--- config.mk ---
export PLATFORM = sky130hd
export DESIGN_NAME = wb_byte_master
export DESIGN_NICKNAME = d
export VERILOG_FILES = /design/src/rtl/wb_byte_master.sv
export SDC_FILE = /design/constraint.sdc
export NUM_CORES = 1
export LEC_CHECK = 0
export CAP_MARGIN = 25
export CORE_AREA = 10 10 121 123
export CTS_CLUSTER_SIZE = 40
export DETAILED_ROUTE_END_ITERATION = 6
export DIE_AREA = 0 0 131 133
export PLACE_DENSITY = 0.79
export SETUP_SLACK_MARGIN = 0.4
export SLEW_MARGIN = 20
export SYNTH_ARGS = -nofsm -noshare
export SYNTH_HDL_FRONTEND = slang
export SYNTH_SLANG_ARGS = --single-unit
--- constraint.sdc ---
create_clock -name clk -period 3.3 [get_ports clk]
set_clock_uncertainty 0.2 [all_clocks]
set_input_delay 0.825 -clock clk [delete_from_list [all_inputs] [get_ports clk]]
set_output_delay 0.825 -clock clk [all_outputs]
set_load 0.005 [all_outputs]
--- src/rtl/wb_byte_master.sv ---
// Byte-stream to Wishbone single-cycle initiator with bus timeout and read-response stream.
// Build option WB_BYTE_MASTER_AUTOINC_EN adds write-next/read-next opcodes and address auto-increment.
module wb_byte_master #(
    parameter int TIMEOUT_CYCLES = 255
) (
    input  logic        clk,
    input  logic        rst,
    input  logic [7:0]  in_data,
    input  logic        in_valid,
    output logic        in_ready,
    output logic [7:0]  out_data,
    output logic        out_valid,
    input  logic        out_ready,
    output logic [15:0] wb_addr,
    output logic [31:0] wb_wdata,
    input  logic [31:0] wb_rdata,
    output logic        wb_cyc,
    output logic        wb_we,
    input  logic        wb_ack,
    output logic        err_timeout
);

    localparam logic [2:0] S_IDLE    = 3'd0;
    localparam logic [2:0] S_ADDR_HI = 3'd1;
    localparam logic [2:0] S_ADDR_LO = 3'd2;
    localparam logic [2:0] S_DATA    = 3'd3;
    localparam logic [2:0] S_BUS     = 3'd4;
    localparam logic [2:0] S_RESP    = 3'd5;

    localparam logic [7:0] OP_WR  = 8'h01;
    localparam logic [7:0] OP_RD  = 8'h02;
`ifdef WB_BYTE_MASTER_AUTOINC_EN
    localparam logic [7:0] OP_WRN = 8'h11;
    localparam logic [7:0] OP_RDN = 8'h12;
`endif

    localparam logic [15:0] TO_LIM = 16'(TIMEOUT_CYCLES);

    logic [2:0]  r_state;
    logic        r_is_write;
    logic [1:0]  r_byte_cnt;
    logic [15:0] r_addr;
    logic [23:0] r_wbuf;
    logic [31:0] r_shift;
    logic [15:0] r_to_cnt;
    logic        r_in_ready;
    logic        r_out_valid;
    logic        r_wb_cyc;
    logic        r_wb_we;
    logic [15:0] r_wb_addr;
    logic [31:0] r_wb_wdata;
    logic        r_err_timeout;

    logic [2:0]  w_state_nxt;
    logic        w_in_fire;
    logic        w_out_fire;
    logic        w_to_hit;
    logic        w_bus_start;
    logic        w_bus_we;
    logic [15:0] w_bus_addr;
    logic        w_op_is_write;

    assign w_in_fire  = in_valid & r_in_ready;
    assign w_out_fire = r_out_valid & out_ready;
    assign w_to_hit   = ((r_to_cnt + 16'd1) == TO_LIM);

    assign in_ready    = r_in_ready;
    assign out_valid   = r_out_valid;
    assign out_data    = r_shift[31:24];
    assign wb_cyc      = r_wb_cyc;
    assign wb_we       = r_wb_we;
    assign wb_addr     = r_wb_addr;
    assign wb_wdata    = r_wb_wdata;
    assign err_timeout = r_err_timeout;

    // Frame sequencing: next state from the accepted byte, bus completion or response drain
    always_comb begin
        w_state_nxt = r_state;
        case (r_state)
            S_IDLE: begin
                if (w_in_fire) begin
                    case (in_data)
                        OP_WR, OP_RD: w_state_nxt = S_ADDR_HI;
`ifdef WB_BYTE_MASTER_AUTOINC_EN
                        OP_WRN:       w_state_nxt = S_DATA;
                        OP_RDN:       w_state_nxt = S_BUS;
`endif
                        default:      w_state_nxt = S_IDLE;
                    endcase
                end else begin
                    w_state_nxt = S_IDLE;
                end
            end
            S_ADDR_HI: begin
                if (w_in_fire) begin
                    w_state_nxt = S_ADDR_LO;
                end else begin
                    w_state_nxt = S_ADDR_HI;
                end
            end
            S_ADDR_LO: begin
                if (w_in_fire) begin
                    w_state_nxt = r_is_write ? S_DATA : S_BUS;
                end else begin
                    w_state_nxt = S_ADDR_LO;
                end
            end
            S_DATA: begin
                if (w_in_fire && (r_byte_cnt == 2'd3)) begin
                    w_state_nxt = S_BUS;
                end else begin
                    w_state_nxt = S_DATA;
                end
            end
            S_BUS: begin
                if (wb_ack || w_to_hit) begin
                    w_state_nxt = r_is_write ? S_IDLE : S_RESP;
                end else begin
                    w_state_nxt = S_BUS;
                end
            end
            S_RESP: begin
                if (w_out_fire && (r_byte_cnt == 2'd3)) begin
                    w_state_nxt = S_IDLE;
                end else begin
                    w_state_nxt = S_RESP;
                end
            end
            default: w_state_nxt = S_IDLE;
        endcase
    end

    // Bus-cycle launch parameters; only a read-next launches straight from IDLE
    always_comb begin
        w_bus_start   = (w_state_nxt == S_BUS) && (r_state != S_BUS);
        w_bus_we      = (r_state == S_IDLE) ? 1'b0 : r_is_write;
`ifdef WB_BYTE_MASTER_AUTOINC_EN
        w_op_is_write = (in_data == OP_WR) || (in_data == OP_WRN);
`else
        w_op_is_write = (in_data == OP_WR);
`endif
        if (r_state == S_ADDR_LO) begin
            w_bus_addr = {r_addr[15:8], in_data};
        end else begin
            w_bus_addr = r_addr;
        end
    end

    // State, frame capture, Wishbone cycle, timeout and response shifter
    always_ff @(posedge clk) begin
        if (rst) begin
            r_state       <= S_IDLE;
            r_is_write    <= 1'b0;
            r_byte_cnt    <= 2'd0;
            r_addr        <= 16'd0;
            r_wbuf        <= 24'd0;
            r_shift       <= 32'd0;
            r_to_cnt      <= 16'd0;
            r_in_ready    <= 1'b0;
            r_out_valid   <= 1'b0;
            r_wb_cyc      <= 1'b0;
            r_wb_we       <= 1'b0;
            r_wb_addr     <= 16'd0;
            r_wb_wdata    <= 32'd0;
            r_err_timeout <= 1'b0;
        end else begin
            r_state       <= w_state_nxt;
            r_in_ready    <= (w_state_nxt != S_BUS) && (w_state_nxt != S_RESP);
            r_err_timeout <= 1'b0;

            // The last frame byte is still on in_data when the cycle launches
            if (w_bus_start) begin
                r_wb_cyc  <= 1'b1;
                r_wb_we   <= w_bus_we;
                r_wb_addr <= w_bus_addr;
                r_to_cnt  <= 16'd0;
                if (w_bus_we) begin
                    r_wb_wdata <= {r_wbuf, in_data};
                end
            end

            case (r_state)
                S_IDLE: begin
                    if (w_in_fire) begin
                        r_byte_cnt <= 2'd0;
                        r_is_write <= w_op_is_write;
                    end
                end
                S_ADDR_HI: begin
                    if (w_in_fire) begin
                        r_addr[15:8] <= in_data;
                    end
                end
                S_ADDR_LO: begin
                    if (w_in_fire) begin
                        r_addr[7:0] <= in_data;
                    end
                end
                S_DATA: begin
                    if (w_in_fire) begin
                        r_wbuf     <= {r_wbuf[15:0], in_data};
                        r_byte_cnt <= r_byte_cnt + 2'd1;
                    end
                end
                S_BUS: begin
                    // An ack on the timeout edge still counts as success
                    if (wb_ack || w_to_hit) begin
                        r_wb_cyc      <= 1'b0;
                        r_wb_we       <= 1'b0;
                        r_byte_cnt    <= 2'd0;
                        r_err_timeout <= ~wb_ack;
                        if (!r_is_write) begin
                            r_shift     <= wb_ack ? wb_rdata : 32'hFFFF_FFFF;
                            r_out_valid <= 1'b1;
                        end
`ifdef WB_BYTE_MASTER_AUTOINC_EN
                        r_addr <= r_addr + 16'd1;
`endif
                    end else begin
                        r_to_cnt <= r_to_cnt + 16'd1;
                    end
                end
                S_RESP: begin
                    if (w_out_fire) begin
                        r_shift    <= {r_shift[23:0], 8'd0};
                        r_byte_cnt <= r_byte_cnt + 2'd1;
                        if (r_byte_cnt == 2'd3) begin
                            r_out_valid <= 1'b0;
                        end
                    end
                end
                default: begin
                    r_byte_cnt <= 2'd0;
                end
            endcase
        end
    end

endmodule

==> metrics.txt <==
First-pass DRT Iterations 6; number of placement rows a little over 40; Total Routed Length between 15000 and 20000 um; buffer levels on the longest clock path 2; most numerous cell types in the synthesized netlist nand2_1 (148), dfxtp_1 (147), a21oi_1 (86); slack of the critical path 464 ps; synthesized instance count a little under 800; worst slew margin relative to its limit 0.410; reported max-cap violation count 0; worst IR drop on VDD 0.408 mV; wire length of the first global-routing pass roughly 27000 um; FF+latch count, synth between 100 and 150; aggregate global routing overflow 0; area of the core about 12000 um^2; Setup Slack @ Placement ~220 ps; pin count of the biggest net entering global routing a little under 80; Max stage delay cell, worst path a221oi_4; number of slew-limit violations in the final report 0; stage delay of the slowest cell on the critical path 410 ps; overall die area 17400 um^2; Overall Global Routing Usage 0.191; leakage power total 0.00278 uW; layout cells sized above 1 0.0860; CTS clk-pin slew, worst paths 60 ps; area post-placement a little under 8000 um^2; CP Data Required Time between 3000 and 4000 ps; total negative slack 0 ps; Post-route DRC 0; unrepaired setup endpoints after global routing no; number of global-route vias before repair 5593; clock latency on the worst-skew pair around 420 ps; arrival time of the worst setup path between 2000 and 3000 ps; fraction of post-synthesis cell area in the top cell type by area 0.450; number of warnings issued by yosys 0; final-stage net count between 900 and 1k; outcome finished, final reports clean; total inserted antenna cells 0; syn_nets 836; TritonCTS clock tree built; # clock sinks 147; Chip Width 131 um; Via density between 5 and 6; largest fanout of any net on the critical path 15; Synth Cell Area 6530 um^2; starting density of the core 0.528; Main synth FF type dfxtp_1; time the worst path needs with I/O delays and setup 2840 ps; number of antenna-violating nets in the routed design 0; HPWL after DPL ~11000 um; cell types with the largest area share after synthesis dfxtp_1 (45%), nand2_1 (8.5%), a21oi_1 (6.6%); number of DRC markers after the initial detailed-route iteration between 500 and 600; clock root buffer clkbuf_16; height of the die between 100 and 150 um; Max Fclk ~350 MHz; part of the Yosys area used for sequential elements 0.450; power density over the cells 438 nW/um^2; count of flip-flops with a built-in enable after synthesis 0; actual slew at the worst max-slew pin approximately 880 ps; number of antenna violations at the first check in global routing 0; Hold Vio Cnt, Final 0; Cell variety after synth between 50 and 60; count of input and output buffers about 110; count of vias placed by the detailed router 5938; proportion of synthesized flip-flops having asynchronous set or reset 0; number of stages on the worst hold path 2; crit path launch type flip-flop; element type at the critical path end flip-flop; number of CTS-inserted buffers 17; part of the cycle the worst path needs 0.859; post-cts hold buffer count 0; Min-Delay Path Class flip-flop to flip-flop; Filler cells a little over 1k; most frequent cell after synthesis nand2_1; signed area change from the synthesized netlist to the final layout 26.7%; area of all placed cells without fillers ~8300 um^2; R2R depth 9; cell-by-cell trace of the critical path ha_2 -> nand3_2 -> nor4_4 -> nand3_1 -> a221oi_4 -> a21o_1 -> buf_6 -> nor2_1 -> a221o_1; average wire length per cell after detail routing between 15 and 20 um; Top-Level Pins between 100 and 150; cell taking the most area after synthesis dfxtp_1; routability-driven placement congestion ratio around 0.9; H-tree depth 4; Setup Crit Path Kind flip-flop to flip-flop; synthesized area per cell 8.29 um^2; # setup viols final 0
[stage by stage]
step,util,hold slack [ps],total power [uW],cells
after CTS,0.667,254,3650,1044
after floorplan,-,231,1880,788
after global routing,0.670,271,3740,1044
after global placement,0.623,242,1960,1014
after detailed placement,0.625,246,1960,1015
final,0.670,251,3620,1044
[kinds of logic after synthesis]
group,synth area share
compound gates,0.204
xor+xnor,0.0107
fa+ha+maj,0.00575
buf+inv,0.0542
flops,0.450
mux,0.0431
simple gates,0.232
[final cells by class]
class | instances | area [um^2] | area share
timing repair buffer | 129 | 1290 | 0.156
sequential | 147 | 2950 | 0.356
inverter | 3 | 11.3 | 0.00136
clock buffer | 22 | 444 | 0.0536
multi-input combinational | 564 | 3310 | 0.400
tap | 172 | 215 | 0.0260
clock inverter | 7 | 62.6 | 0.00756
[path summary, 6_finish.rpt]
| kind | startpoint | to | slack [ps] |
|---|---|---|---|
| min reg2reg | wb_addr[12] | wb_addr[12] | 250 |
| min | wb_addr[12] | wb_addr[12] | 250 |
| max reg2reg | r_to_cnt[0] | r_to_cnt[6] | 460 |
| max | r_to_cnt[0] | r_to_cnt[6] | 460 |
[routing by layer]
metal  wire, um  up-vias  track usage  part of all wire
met5          0        -            0                 0
met4        348        0       0.0729             0.021
met3        970       27       0.0515             0.058
met2       8220      161        0.311              0.49
met1       7230     2818        0.233              0.43
li1           -     2932            -                 -
[layout by cell type, fill, tap and decap left out, types with 3 or more instances in the layout]
cell type / instances
nor4b_1: 5
and3_1: 3
inv_1: 3
a211o_1: 4
a211oi_1: 11
mux2i_1: 26
buf_12: 3
nor3_1: 9
nand4b_1: 3
a21o_1: 3
o31ai_1: 3
or3_1: 30
clkbuf_16: 17
xnor2_1: 6
nor3_2: 3
nand4_1: 5
clkdlybuf4s50_1: 104
buf_4: 20
clkbuf_1: 5
a31o_2: 3
o2111ai_1: 8
nor4_1: 7
a21oi_1: 86
or2_2: 3
nand2b_1: 4
o21ai_0: 61
o41ai_1: 22
nor2b_1: 28
clkinv_2: 5
dfxtp_1: 145
nor2_1: 39
nand3_1: 9
nand2_1: 148
[what timing repair did]
action	4_1_cts	5_1_grt
setup buffers	0	0
gates resized for setup	2	8
setup endpoints to repair	2	25
hold endpoints to repair	0	0
pin swaps	0	2
[report_power, final]
part	switching [uW]	total [uW]	leakage, uW	internal (uW)
logic	78.3	150	0.00135	72.0
registers	1.26	1780	0.00118	1780
clock network	682	1700	0.000249	1010
[worst max-delay path: cells and delay by family, from the launching register on]
family	cells	cell delay [ps]
fa+ha+maj	1	220
flops	1	370
buf+inv	1	160
compound gates	3	990
simple gates	4	780
[registers in the layout, indices dropped and copies added (netlist names), 2 cells and up]
signal	count
r_shift	32
r_state	3
r_to_cnt	16
r_addr	16
r_wbuf	24
r_byte_cnt	2
wb_wdata	32
wb_addr	16
Power figures use the tool's default switching activity.
